<file path="src/rtl/cond_logic.sv">
// Conditional-execution unit for the multicycle ARM datapath: holds NZCV,
// evaluates the condition field and qualifies PC/register/memory write enables.
module cond_logic #(
  parameter int FLAG_W = 4
) (
  input  logic              clk,
  input  logic              reset,
  input  logic [3:0]        Cond,
  input  logic [FLAG_W-1:0] ALUFlags,
  input  logic [1:0]        FlagW,
  input  logic              PCS,
  input  logic              NextPC,
  input  logic              RegW,
  input  logic              MemW,
  output logic              PCWrite,
  output logic              RegWrite,
  output logic              MemWrite,
  output logic [FLAG_W-1:0] Flags
);

  typedef enum logic [3:0] {
    COND_EQ = 4'h0, COND_NE = 4'h1, COND_CS = 4'h2, COND_CC = 4'h3,
    COND_MI = 4'h4, COND_PL = 4'h5, COND_VS = 4'h6, COND_VC = 4'h7,
    COND_HI = 4'h8, COND_LS = 4'h9, COND_GE = 4'hA, COND_LT = 4'hB,
    COND_GT = 4'hC, COND_LE = 4'hD, COND_AL = 4'hE, COND_NV = 4'hF
  } cond_e;

  logic [FLAG_W-1:0] flags_q, flags_d;
  logic              cond_ex_q, cond_ex_d;
  logic [1:0]        flag_write;
  logic              flag_n, flag_z, flag_c, flag_v;

  // Condition is evaluated on the registered flags only, so a flag-setting
  // instruction never sees its own ALU result in the same cycle.
  assign {flag_n, flag_z, flag_c, flag_v} = flags_q;

  always_comb begin
    cond_ex_d = 1'b0;
    unique case (cond_e'(Cond))
      COND_EQ: cond_ex_d = flag_z;
      COND_NE: cond_ex_d = ~flag_z;
      COND_CS: cond_ex_d = flag_c;
      COND_CC: cond_ex_d = ~flag_c;
      COND_MI: cond_ex_d = flag_n;
      COND_PL: cond_ex_d = ~flag_n;
      COND_VS: cond_ex_d = flag_v;
      COND_VC: cond_ex_d = ~flag_v;
      COND_HI: cond_ex_d = flag_c & ~flag_z;
      COND_LS: cond_ex_d = ~(flag_c & ~flag_z);
      COND_GE: cond_ex_d = (flag_n == flag_v);
      COND_LT: cond_ex_d = (flag_n != flag_v);
      COND_GT: cond_ex_d = ~flag_z & (flag_n == flag_v);
      COND_LE: cond_ex_d = ~(~flag_z & (flag_n == flag_v));
      COND_AL: cond_ex_d = 1'b1;
      COND_NV: cond_ex_d = 1'b0;
      default: cond_ex_d = 1'b0;
    endcase
  end

  assign flag_write = FlagW & {2{cond_ex_d}};

  always_comb begin
    flags_d = flags_q;
    if (flag_write[1]) flags_d[3:2] = ALUFlags[3:2];
    if (flag_write[0]) flags_d[1:0] = ALUFlags[1:0];
  end

  always_ff @(posedge clk) begin
    if (reset) begin
      flags_q   <= '0;
      cond_ex_q <= 1'b0;
    end else begin
      flags_q   <= flags_d;
      cond_ex_q <= cond_ex_d;
    end
  end

  // FETCH increments are never gated by the condition.
  assign PCWrite  = NextPC | (PCS & cond_ex_q);
  assign RegWrite = RegW & cond_ex_q;
  assign MemWrite = MemW & cond_ex_q;
  assign Flags    = flags_q;

endmodule

</file>
<file path="config.mk">
export PLATFORM = sky130hd
export DESIGN_NAME = cond_logic
export DESIGN_NICKNAME = d
export VERILOG_FILES = /design/src/rtl/cond_logic.sv
export SDC_FILE = /design/constraint.sdc
export NUM_CORES = 1
export LEC_CHECK = 0
export BUFFER_PORTS_ARGS = -buffer_cell sky130_fd_sc_hd__buf_4
export CAP_MARGIN = 20
export CORE_AREA = 2 2 39 41
export CTS_CLUSTER_SIZE = 14
export DETAILED_ROUTE_END_ITERATION = 10
export DIE_AREA = 0 0 41 43
export PLACE_DENSITY = 0.72
export SETUP_SLACK_MARGIN = 0.4
export SLEW_MARGIN = 10
export SYNTH_ARGS = -nofsm -noshare
export SYNTH_HDL_FRONTEND = slang
export SYNTH_SLANG_ARGS = --single-unit
</file>
<file path="constraint.sdc">
create_clock -name clk -period 1.7 [get_ports clk]
set_input_delay 0.085 -clock clk [delete_from_list [all_inputs] [get_ports clk]]
set_output_delay 0.085 -clock clk [all_outputs]
set_load 0.1 [all_outputs]
</file>
After elaboration in Yosys (flattened, before gate mapping)
Index checks and enable logic that the tools add are counted.

storage, ports and cells
  bits in registers = 5
  bits of input ports = 16
  output and inout bits = 7
  logic and storage cells = 35

operators by class
  eq/ne operators = 17
  multiplexer cells = 1
  bitwise gates (word level) = 13
  reduce and logical (&&, ||, !) cells = 1

operators by type and width
  cell                  number
  $eq A4 B4 Y1 const B  8
  $eq A4 B3 Y1 const B  4
  $pmux W1 S16          1
  $eq A4 B2 Y1 const B  2
  $not A1 Y1            6
  $and A1 B1 Y1         5
  $eq A4 B1 Y1 const B  1
  $logic_not A4 Y1      1
  $and A2 B2 Y2         1
  $eq A1 B1 Y1          1
  $ne A1 B1 Y1          1
  $or A1 B1 Y1          1

Logic depth before layout (Yosys ltp)
  word-level depth = 5
  depth in mapped cells = 7

Least setup slack after synthesis
No wires, ideal clock.

  path kind = reg-to-reg
  start point = register flags_q[3] (netlist: Flags[3])
  end point = register flags_q[3] (netlist: Flags[3])
  arrival = 2,239 ps
  required time = 1,628 ps
  slack = -611 ps
  cell stages (with the launch flop) = 7
  path buffers = 0
  period minus slack after synthesis = 2,311 ps
  cells stage by stage = dfxtp_1 or3b_2 nand4_1 xnor2_1 a22o_4 nor2_4 mux2i_1

on the way
  longest elaborated chain between the ends = 5

RTL lines
  element                   line        RTL
  start: declaration        28          logic [FLAG_W-1:0] flags_q, flags_d;
  start signal: assignment  73          flags_q <= flags_d;
  $eq A1 B1 Y1              50, 52, 53
  $and A1 B1 Y1             52, 53
  $not A1 Y1                53          COND_LE: cond_ex_d = ~(~flag_z & (flag_n == flag_v));
  $pmux W1 S16 *            39          unique case (cond_e'(Cond))
  $and A2 B2 Y2 *           60          assign flag_write = FlagW & {2{cond_ex_d}};

Every way passes the cells marked *; elsewhere a longest branch is shown, timed or not.
A chain may end at the register's enable or synchronous reset.

Worst setup path after layout
  start point = register flags_q[3] (netlist: Flags[3])
  end point = register flags_q[2] (netlist: Flags[2])

Same word-level chain as after synthesis.

==> results.py <==
metrics = {
    "sta": {
        "worst_pin_slew_ps": 280,
        "min_period_over_period": 0.985,
        "slew_violations": 0,
        "fmax_mhz": 597,
        "slew_headroom": 0.815,
        "finalSetupViolations": 0,
        "finalClockSkew_ps": 2.67,
        "layout_setup_ws_ps": 25.8,
        "hold_viol_final": 0,
        "final.min_clock_period_ps": 1670,
        "rsz0062_at_grt": "yes",
        "fin_setup_tns_ps": 0,
    },
    "synthesis": {
        "ys.flop_type": "dfxtp_1",
        "netlist_instances": 46,
        "synth.avg_cell_area_um2": 8.68,
        "synth_edf_count": 0,
        "yosys-top-cells-area": "dfxtp_1 (25%), mux2i_1 (13%), nand2b_1 (13%), nor2_4 (5.6%), nand2_1 (4.7%)",
        "syn_area_um2": 399,
        "ys_seq_area_frac": 0.251,
        "post_synth_most_frequent_cells": "nand2b_1 (8), dfxtp_1 (5), mux2i_1 (5), nand2_1 (5)",
        "synthArstFlopShare": 0,
        "yosysMostFrequentCell": "nand2b_1",
        "yosys_register_bits": 5,
        "yosysTopAreaCellShare": 0.251,
        "synth_area_leader_cell": "dfxtp_1",
        "yosysUniqueCellTypes": 24,
        "syn_nets": 62,
        "ys_warn_count": 0,
    },
    "clocking": {
        "clk_latency_ps": 240,
        "h-tree-depth": 1,
        "ctsRootBufferMaster": "clkbuf_4",
        "cts_hold_buf": 0,
        "cts_resized": 0,
        "cts_made_buffers": 3,
        "cts_tree": "built",
        "path_clk_slew_ps": 40,
        "clockBufferDepth": 2,
        "cts_sinks": 5,
    },
    "global_route": {
        "grt_pass1_vias": 380,
        "grt_overflow": 0,
        "grt_pass1_wl_mm": 1.39,
        "grt_max_degree": 10,
        "antenna_found_initial": 0,
        "track_usage": 0.118,
    },
    "power": {
        "leakagePower_nw": 0.291,
        "power.density_nw_per_um2": 807,
        "peakVddDrop_mv": 0.396,
    },
    "routing": {
        "drt_iter0_drc": 3,
        "avgRoutedWirePerCell_um": 9.79,
        "totalWireLength_um": 881,
        "drtPass1Iterations": 4,
        "ant_nets": 0,
        "route.vias.total": 433,
        "drc": 0,
        "viasPerCell": 4.81,
    },
    "floorplanning": {
        "dieHeight_um": 43,
        "start_util": 0.288,
        "fp-row-count": 14,
        "io_pins": 23,
        "die_area_um2": 1760,
        "die_w_um": 41,
        "core-area_um2": 1380,
    },
    "critical_path": {
        "cp-start-kind": "register",
        "critPathArrivalTime_ps": 1840,
        "cpPeakStageDelay_ps": 520,
        "worst-setup-path-type": "reg2reg",
        "r2r_slack_ps": 30,
        "cp_max_fo": 3,
        "cp_slowest_cell": "or4b_1",
        "crit_path_end_kind": "register",
        "critPathBufInv": 0,
        "worst_ep_required_time_ps": 1870,
        "path_delay_family": "simple AND/OR/NAND/NOR gates",
        "path_cells": "or4b_1, nand4_1, xnor2_1, a22o_4, nor2_4, mux2i_1",
    },
    "status": {
        "status": "complete, no violations",
    },
    "cells_and_area": {
        "diodes": 0,
        "stdcell_count": 90,
        "nNetsFinal": 91,
        "layout-drive-gt1-share": 0.486,
        "areaGrowthSynthToFinish_pct": 60.5,
    },
    "place": {
        "place_inst": 84,
        "post-place-ws_ps": 4.32,
        "globalplace.congestion": 0.709,
        "dp_hpwl_um": 745,
        "portBuffers": 22,
    },
    "min_path": {
        "hp-class": "in2reg",
    },
    "run": {
        "drv_cap": 0,
    },
}
stage by stage:
stage                      util  total power (W)  hold WS [ps]  instance area (um2)
after floorplan               -         0.000314           161                  414
after global placement    0.433         0.000375           315                  599
after detailed placement  0.433         0.000378           317                  599
after CTS                 0.463         0.000526          57.2                  641
after global routing      0.463         0.000545          66.2                  641
final                     0.463         0.000517          63.2                  641
worst paths after layout:
path,cells after the start,end,startpoint
worst min-delay path,2,cond_ex_q,reset
worst max register to register,6,Flags[2],Flags[3]
worst min register to register,2,Flags[1],Flags[1]
worst max-delay path,6,Flags[2],Flags[3]
kinds of logic (layout without fill, tap and decap cells):
kind of cell	count (synthesis)	after routing	synth area share
DFF	5	5	0.251
xor gates and xnor gates	3	3	0.0658
and+or+nand+nor	24	24	0.382
muxes	5	5	0.125
buffers and inverters	2	30	0.0282
AOI/OAI and AO/OA	7	7	0.147
report_power, final:
part | total [W] | switching (W) | internal, W
sequential | 0.000137 | 0.00000842 | 0.000128
combinational | 0.000242 | 0.000152 | 0.0000902
clock | 0.000138 | 0.0000493 | 0.0000888
total | 0.000517 | 0.000210 | 0.000307
layer usage:
metal  wire [um]  track usage  up-vias
li1            -            -      218
met1         369        0.141      198
met2         434        0.175       15
met3          62       0.0157        2
met4          15        0.100        0
met5           0            0        -
worst register-to-register path: cells and delay by family (launching register included):
family / cells / cell delay, ps
AOI/OAI and AO/OA: 1 / 270
xor gates and xnor gates: 1 / 80
DFF: 1 / 330
muxes: 1 / 170
and+or+nand+nor: 3 / 730
sequential cells by signal, summed over array words and instances, names as in the netlist:
signal,cells
Flags,4
cond_ex_q,1
layout by cell type (no fill, tap or decap), types with 2 or more instances in the layout:
| master | instances |
|---|---|
| nand2b_1 | 8 |
| clkbuf_4 | 3 |
| mux2i_1 | 5 |
| and2_1 | 2 |
| buf_4 | 25 |
| xnor2_1 | 2 |
| dfxtp_4 | 3 |
| nor2_4 | 2 |
| nand2_1 | 5 |
what timing repair did:
action / CTS / global route
pin swaps: 0 / 0
buffers inserted: 2 / 0
cloned: 0 / 0
setup endpoints to repair: 5 / 5
final cells by class:
type                            count  area [um2]
Multi-Input combinational cell     39         290
Timing Repair Buffer               25         188
Inverter                            1        3.75
Fill cell                         134         743
Tap cell                           16        20.0
Clock buffer                        4        26.3
Sequential cell                     5         113
(Power assumes the default switching activity.)
